--- config.mk ---
export PLATFORM = sky130hd
export DESIGN_NAME = brz_variable_clk
export DESIGN_NICKNAME = d
export VERILOG_FILES = /design/src/rtl/brz_pkg.sv /design/src/rtl/brz_rd_port.sv /design/src/rtl/brz_variable_clk.sv
export SDC_FILE = /design/constraint.sdc
export NUM_CORES = 1
export LEC_CHECK = 0
export CORE_MARGIN = 1
export CORE_UTILIZATION = 40
export DETAILED_ROUTE_END_ITERATION = 7
export PLACE_DENSITY_LB_ADDON = 0.15
export SLEW_MARGIN = 20
export SYNTH_ARGS = -nofsm -noshare
export SYNTH_HDL_FRONTEND = slang
export SYNTH_SLANG_ARGS = --single-unit
--- constraint.sdc ---
create_clock -name clk -period 2.2 [get_ports clk]
set_clock_uncertainty 0.05 [all_clocks]
set_input_delay 0.44 -clock clk [delete_from_list [all_inputs] [get_ports clk]]
set_output_delay 0.44 -clock clk [all_outputs]
set_load 0.005 [all_outputs]
--- src/rtl/brz_pkg.sv ---
// Shared types and defaults for the clocked Balsa-style variable.
package brz_pkg;

  localparam int unsigned BRZ_DEFAULT_WIDTH = 18;

  typedef enum logic {
    W_IDLE = 1'b0,
    W_ACK  = 1'b1
  } w_state_t;

  typedef enum logic {
    R_IDLE = 1'b0,
    R_ACK  = 1'b1
  } r_state_t;

endpackage

--- src/rtl/brz_rd_port.sv ---
// One 4-phase pull read port: acknowledges a request only while grant_i is high,
// then holds the acknowledge until the request is withdrawn.
module brz_rd_port
  import brz_pkg::*;
(
  input  logic clk,
  input  logic rst_n,
  input  logic req_i,
  input  logic grant_i,
  output logic ack_o,
  output logic busy_o
);

  r_state_t state_q, state_d;

  always_comb begin
    state_d = state_q;
    unique case (state_q)
      R_IDLE: if (req_i && grant_i) state_d = R_ACK;
      R_ACK:  if (!req_i)           state_d = R_IDLE;
      default: state_d = R_IDLE;
    endcase
  end

  always_ff @(posedge clk or negedge rst_n) begin
    if (!rst_n) begin
      state_q <= R_IDLE;
    end else begin
      state_q <= state_d;
    end
  end

  assign ack_o  = (state_q == R_ACK);
  assign busy_o = (state_q == R_ACK);

endmodule

--- src/rtl/brz_variable_clk.sv ---
// Clocked Balsa-style variable: one 4-phase push write port, READS pull read ports.
// Define BRZ_VARIABLE_VALID_EN to stall reads until the first write has completed.
module brz_variable_clk
  import brz_pkg::*;
#(
  parameter int unsigned     WIDTH     = BRZ_DEFAULT_WIDTH,
  parameter int unsigned     READS     = 1,
  parameter logic [WIDTH-1:0] RESET_VAL = '0
) (
  input  logic                   clk,
  input  logic                   rst_n,
  input  logic                   write_0r,
  output logic                   write_0a,
  input  logic [WIDTH-1:0]       write_0d,
  input  logic [READS-1:0]       read_r,
  output logic [READS-1:0]       read_a,
  output logic [READS*WIDTH-1:0] read_d
);

  w_state_t         w_state_q, w_state_d;
  logic [WIDTH-1:0] store_q, store_d;
  logic [READS-1:0] rd_busy;
  logic             any_busy;
  logic             capture;
  logic             rd_grant;

  assign any_busy = |rd_busy;

  // Store only moves while no reader holds an acknowledge, keeping read_d stable.
  assign capture = (w_state_q == W_IDLE) && write_0r && !any_busy;

`ifdef BRZ_VARIABLE_VALID_EN
  logic valid_q, valid_d;

  assign valid_d = valid_q | capture;

  always_ff @(posedge clk or negedge rst_n) begin
    if (!rst_n) begin
      valid_q <= 1'b0;
    end else begin
      valid_q <= valid_d;
    end
  end

  assign rd_grant = valid_q && (w_state_q == W_IDLE) && !capture;
`else
  assign rd_grant = (w_state_q == W_IDLE) && !capture;
`endif

  always_comb begin
    w_state_d = w_state_q;
    store_d   = store_q;
    unique case (w_state_q)
      W_IDLE: begin
        if (capture) begin
          store_d   = write_0d;
          w_state_d = W_ACK;
        end
      end
      W_ACK: if (!write_0r) w_state_d = W_IDLE;
      default: w_state_d = W_IDLE;
    endcase
  end

  always_ff @(posedge clk or negedge rst_n) begin
    if (!rst_n) begin
      w_state_q <= W_IDLE;
      store_q   <= RESET_VAL;
    end else begin
      w_state_q <= w_state_d;
      store_q   <= store_d;
    end
  end

  assign write_0a = (w_state_q == W_ACK);

  for (genvar k = 0; k < READS; k++) begin : g_rd
    brz_rd_port u_rd_port (
      .clk     (clk),
      .rst_n   (rst_n),
      .req_i   (read_r[k]),
      .grant_i (rd_grant),
      .ack_o   (read_a[k]),
      .busy_o  (rd_busy[k])
    );
    assign read_d[k*WIDTH +: WIDTH] = store_q;
  end

endmodule

# Word level (Yosys, flattened, before mapping)
# Cells that the tools add are included.
totals:
  out_inout_bits: 20
  mem_bits_rw: 0
  rom_bits: 0
  word_cells: 18
  n_memories: 0
  latchBits: 0
  regBits: 20
  inputBits: 22
op_classes:
  n_mux: 6
  n_reduce_logical: 7
  div: 0
  n_bitwise: 2
  n_eq_ne: 0
  n_mul: 0
  order_cmp: 0
  n_shift: 0
  addsub: 0
op_table:
  columns: ["op", "count"]
  rows:
  - ["$logic_and A1 B1 Y1", 4]
  - ["$mux W1", 4]
  - ["$pmux W1 S2", 2]
  - ["$logic_not A1 Y1", 2]
  - ["$not A1 Y1", 2]
  - ["$reduce_and A2 Y1", 1]

# Logic depth before layout (Yosys ltp)
# Gate-level depths: netlist of the first run.
depth:
  word_depth: 8
  mapped_depth: 4
  depth_no_buf: 2

# By module
# A second synthesis of the first run with hierarchy kept.
hier_totals:
  cells_unflattened: 46
  area_unflattened_um2: 815.8
modules_own_cells:
  columns: ["module", "area_each_um2", "instances", "cells_per_inst", "seq_area_each_um2"]
  rows:
  - ["brz_variable_clk", 775.7, 1, 43, 475.5]
  - ["brz_rd_port", 40.0, 1, 3, 25.0]

# Least setup slack after synthesis of the first run
# Ideal clock, no wire load.
synth_timing:
  path_type: "register -> register"
  from: "reg w_state_q, in the netlist write_0a"
  to: "reg store_q[0], in the netlist read_d[0]"
  period_less_slack_ns: 1.357
  arrival_ns: 1.181
  setup_ns: 0.125
  n_path_buf: 2
  setup_slack_ns: 0.843
  required_ns: 2.025
  path_stages_with_launch: 5
  path_cell_list: "dfrtp_1 nor3b_2 buf_6 buf_12 mux2_4"
synth_via:
  elab_chain_cells: 4
synth_lines:
  columns: ["item", "line", "text"]
  rows:
  - ["from (decl)", "brz_variable_clk.sv:20", "w_state_t w_state_q, w_state_d;"]
  - ["from (signal assigned)", "brz_variable_clk.sv:70", "w_state_q <= w_state_d;"]
  - ["$not A1 Y1 (no line) *", null, null]
  - ["$logic_and A1 B1 Y1 (2 in a row)", "brz_variable_clk.sv:30", "assign capture = (w_state_q == W_IDLE) && write_0r && !any_busy;"]
  - ["$reduce_and A2 Y1 (no line) *", null, null]
  - ["to (signal assigned)", "brz_variable_clk.sv:71", "store_q <= store_d;"]
  - ["to (decl)", "brz_variable_clk.sv:21", "logic [WIDTH-1:0] store_q, store_d;"]
# Every way passes the cells marked *; elsewhere a longest branch is shown, timed or not.
# A chain may end at the register's enable or synchronous reset.

# Worst setup path in the final report of the first run
layout_timing:
  from: "reg w_state_q, in the netlist write_0a"
  to: "out write_0a"
layout_lines:
  columns: ["item", "line", "text"]
  rows:
  - ["to (decl)", "brz_variable_clk.sv:13", "output logic write_0a,"]
# No word-level cell between the ends.

==> results of run 1 <==
## final cells by class
class | count | share of cell area, %
flip-flops and latches | 20 | 38.5
repair buffers | 44 | 33.3
multi-input cells | 22 | 21.4
well taps | 25 | 2.41
clock inverters | 1 | 2.31
clock buffers | 3 | 1.73
inverters | 1 | 0.289
## cells in the mapped netlist
master | n | share of area [%]
dfrtp_1 | 20 | 62
mux2_4 | 10 | 19
mux2_2 | 8 | 11
a21boi_0 | 1 | 0.93
buf_12 | 1 | 2.5
buf_6 | 1 | 1.4
inv_1 | 1 | 0.46
nor2_1 | 1 | 0.46
nor3b_2 | 1 | 1.6
o21a_1 | 1 | 0.93
## cell families (layout without fill, tap and decap cells)
| logic type | Yosys count | count (layout) | synth area share, % |
|---|---|---|---|
| flops | 20 | 20 | 62.0 |
| mux | 18 | 18 | 29.8 |
| buf+inv | 3 | 49 | 4.34 |
| compound gates | 2 | 2 | 1.86 |
| simple gates | 2 | 2 | 2.01 |
## metrics by stage
| stage | hold WS (ns) | util (%) | setup slack, ns | power (W) |
|---|---|---|---|---|
| 6_report | 0.424 | 72.1 | 0.433 | 0.00108 |
| 5_1_grt | 0.434 | 72.1 | 0.368 | 0.00114 |
| 4_1_cts | 0.421 | 72.1 | 0.403 | 0.00110 |
| 3_5_place_dp | 0.442 | 69.2 | 0.304 | 0.000797 |
| 3_3_place_gp | 0.439 | 69.2 | 0.332 | 0.000791 |
| 2_1_floorplan | 0.0944 | - | 0.843 | 0.000597 |
## where the power goes
group          switching [W]  internal [W]  leakage, nW  total [W]
combinational      0.0000749      0.000233        0.296   0.000308
clock               0.000109      0.000184       0.0279   0.000293
sequential         0.0000401      0.000438        0.236   0.000478
total               0.000224      0.000855        0.559    0.00108
## sequential cells by signal, summed over array words and instances, names as in the netlist
signal and flops:
read_d 18, g_rd.u_rd_port.ack_o 1, write_0a 1
## worst paths after layout
check                                   endpoint
max reg2reg                read_d[4]$_DFFE_PN0P_
max                                     write_0a
min reg2reg                read_d[7]$_DFFE_PN0P_
max in group asynchronous  read_d[1]$_DFFE_PN0P_
min in group clk           read_d[7]$_DFFE_PN0P_
min                        read_d[3]$_DFFE_PN0P_
## layer usage
layer	up-vias	global-route usage (%)	routed length, um
li1	251	-	-
met1	262	23.0	690
met2	26	26.1	763
met3	2	3.85	103
met4	0	6.86	8
met5	-	0	0
==> qor.yml, run 1 <==
hold_path.class: "in -> async"
crit_buf_inv: 1
final_common_cell: "clkdlybuf4s50_1"
seq_area_um2: 500
status: "completed"
rsz0062_at_grt: "no"
ir_drop_v: 0.000486
dp_hpwl_um: 1160
period_share_pct: 80.3
stdcell_area_mm2: 0.00130
ys_ff_latch: 20
fp-row-count: 15
area_growth_pct: 60.9
yosysWarnings: 0
synth_cell_type_count: 10
max-clock-path-buffers: 2
crit_path_top_delay_cell: "clkdlybuf4s50_1"
die_w_um: 46.9
finalSetupTns_ns: 0
cts_hold_buf: 0
final_max_slew_viol_count: 0
cellPowerDensity_mw_per_mm2: 831
cts_sinks: 20
p_leak_nw: 0.559
cts_resized: 0
grt_max_degree: 21
grt_pass1_vias: 525
slew-limit-headroom_pct: 83.5
htree_num_levels: 1
seq_area_frac_synth_pct: 62.0
cts_root_buf: "clkbuf_4"
filler_cell_count: 132
required_ns: 1.71
path_cells: "clkdlybuf4s50_1"
wl_per_cell_um: 13.5
grt_use_total_pct: 16.9
synth_nets: 67
timing.rr.start: "write_0a$_DFF_PN0_"
endpoint_kind: "output port"
r2r_slack_ns: 0.79
antenna_found_initial: 0
netlist_area_um2: 807
critPathMaxStageDelay_ns: 0.53
initial_utilization_pct: 44.8
max_cap_viol_count: 0
dp.cells: 112
fin_crit_ns: 1.77
layout_common_cells: "41 x clkdlybuf4s50_1, 20 x dfrtp_1, 10 x mux2_4"
core_area_mm2: 0.00180
drive_gt1_share_pct: 28.6
place.gp.congestion: 0.642
clk_latency_ns: 0.29
multi_input_area_um2: 278
ant_nets: 0
tightest_slew_ns: 0.248
hold_viol: 0
clk_pin_slew_ns: 0.11
critPathMaxFanout: 4
dr_total_vias: 541
numPortBuffers: 41
die-area_mm2: 0.00220
fmax_mhz: 566
crit_path_start: "write_0a$_DFF_PN0_"
wirelength_um: 1570
final_nets: 114
cp_top_family: "buffers and inverters"
cp_num_cells: 1
cts_tree: "built"
synth_cells: 45
numCtsBuffers: 3
num_antenna_cells: 0
die_y_um: 46.9
setup_viol: 0
startpoint_type: "flip-flop"
ff2ff_path_depth: 3
vias_per_cell: 4.66
crit_type: "reg -> out"
ios: 42
instances_no_fill: 116
cts_setup_buffers: 0
place_area_mm2: 0.00125
grt_first_pass_wirelength_um: 2500
firstDrtPassIters: 2
cp.arrival_ns: 1.28
syn_avg_cell_area_um2: 17.9
drc_errors: 0
overflow: 0
drt_iter0_markers: 2
Power figures use the tool's default switching activity.
==> inputs of run 2 (changes only) <==
Settings changed: CORE_UTILIZATION 40 to 38.
Clock period 2.2 ns to 1.8 ns, I/O delays scaled along.
==> qor.yml, run 2 (same netlist as run 1, synthesis figures left out) <==
antenna_found_initial: 0  # unchanged
vias_per_cell: 4.56  # was 4.66
cp_top_family: "buffers and inverters"  # unchanged
crit_type: "reg -> out"  # unchanged
grt_first_pass_wirelength_um: 2060  # was 2500 um
final_max_slew_viol_count: 0  # unchanged
numPortBuffers: 41  # unchanged
wl_per_cell_um: 12.4  # was 13.5 um
endpoint_kind: "output port"  # unchanged
die-area_mm2: 0.00231  # was 0.00220 mm2
hold_path.class: "in -> async"  # unchanged
slew-limit-headroom_pct: 83.0  # was 83.5%
ir_drop_v: 0.000615  # was 0.000486 V
dr_total_vias: 534  # was 541
fp-row-count: 16  # was 15
cp.arrival_ns: 1.28  # about the same
cellPowerDensity_mw_per_mm2: 939  # was 831 mW/mm2
grt_pass1_vias: 477  # was 525
tightest_slew_ns: 0.255  # was 0.248 ns
status: "completed"  # unchanged
hold_viol: 0  # unchanged
cts_setup_buffers: 0  # unchanged
ant_nets: 0  # unchanged
largest_reg_flops: 18  # unchanged
die_y_um: 48.1  # was 46.9 um
rsz0062_at_grt: "no"  # unchanged
required_ns: 1.39  # was 1.71 ns
max-clock-path-buffers: 2  # unchanged
startpoint_type: "flip-flop"  # unchanged
final_common_cell: "clkdlybuf4s50_1"  # unchanged
area_growth_pct: 59.8  # was 60.9%
clk_pin_slew_ns: 0.10  # was 0.11 ns
cts_tree: "built"  # unchanged
drc_errors: 0  # unchanged
ios: 42  # unchanged
firstDrtPassIters: 2  # unchanged
core_area_mm2: 0.00198  # was 0.00180 mm2
path_cells: "clkdlybuf4s50_1"  # unchanged
crit_path_top_delay_cell: "clkdlybuf4s50_1"  # unchanged
final_nets: 113  # was 114
drt_iter0_markers: 1  # was 2
max_cap_viol_count: 0  # unchanged
crit_buf_inv: 1  # unchanged
setup_viol: 0  # unchanged
layout_common_cells: "41 x clkdlybuf4s50_1, 20 x dfrtp_1, 10 x mux2_4"  # unchanged
critPathMaxFanout: 4  # unchanged
clk_latency_ns: 0.28  # was 0.29 ns
htree_num_levels: 1  # unchanged
initial_utilization_pct: 40.7  # was 44.8%
cts_root_buf: "clkbuf_4"  # unchanged
p_total_w: 0.00121  # was 0.00108 W
period_share_pct: 93.9
die_w_um: 48.1  # was 46.9 um
overflow: 0  # unchanged
cts_sinks: 20  # unchanged
filler_cell_count: 154  # was 132
final_core_util_pct: 65.1  # was 72.1%
grt_max_degree: 21  # unchanged
cts_resized: 0  # unchanged
cts_hold_buf: 0  # unchanged
whs_ns: 0.346  # was 0.424 ns
num_antenna_cells: 0  # unchanged
numCtsBuffers: 3  # unchanged
fin_crit_ns: 1.69
wirelength_um: 1450  # was 1570 um
grt_use_total_pct: 13.6  # was 16.9%
drive_gt1_share_pct: 27.8  # was 28.6%
place.gp.congestion: 0.625  # was 0.642
p_leak_nw: 0.551  # was 0.559 nW
fmax_mhz: 592
critPathMaxStageDelay_ns: 0.54  # was 0.53 ns
## run 2: cell count changes in the layout (fill, tap and decap cells not counted), sizes merged
cell,change
buf,-1
bufinv,-1
clkbuf,+1
## run 2: final timing paths
path / slack [ns] / from / to / cells after the start
max in group asynchronous: 1.15 / rst_n / read_d[1]$_DFFE_PN0P_ / 2
worst max register to register: 0.39 / write_0a$_DFF_PN0_ / read_d[8]$_DFFE_PN0P_ / 3
worst min-delay path: 0.35 / rst_n / g_rd[0].u_rd_port.ack_o$_DFF_PN0_ / 2
min in group clk: 0.46 / read_d[9]$_DFFE_PN0P_ / read_d[9]$_DFFE_PN0P_ / 1
worst max-delay path: 0.11 / write_0a$_DFF_PN0_ / write_0a / 1
worst min register to register: 0.46 / read_d[9]$_DFFE_PN0P_ / read_d[9]$_DFFE_PN0P_ / 1
## run 2: final cells by class
cell class	count	area, um2	share of cell area (%)
clock buffers	4	36.3	2.81
inverters	1	3.75	0.291
multi-input cells	22	278	21.5
flip-flops and latches	20	500	38.8
well taps	27	33.8	2.62
repair buffers	43	438	33.9
## run 2: report_power, final
group / switching [W] / internal [W] / leakage (nW) / total [W]
logic: 0.0000927 / 0.000287 / 0.294 / 0.000380
clock network: 0.000125 / 0.000123 / 0.0210 / 0.000248
registers: 0.0000484 / 0.000535 / 0.236 / 0.000584
## run 2: stage by stage
step	setup slack (ns)	instances	setup TNS, ns	area, um2
2_1_floorplan	0.443	45	0	807
3_5_place_dp	-0.0231	113	-0.0983	1250
4_1_cts	0.0856	117	0	1290
6_report	0.110	117	0	1290
3_3_place_gp	0.0131	113	0	1250
5_1_grt	0.0544	117	0	1290
## run 2: routing by layer
metal,up-vias,track usage (%),share of wire [%]
met2,24,18.9,46
li1,249,-,-
met4,0,6.67,0.62
met5,-,0,0
met1,259,19.7,49
met3,2,3.40,4.3
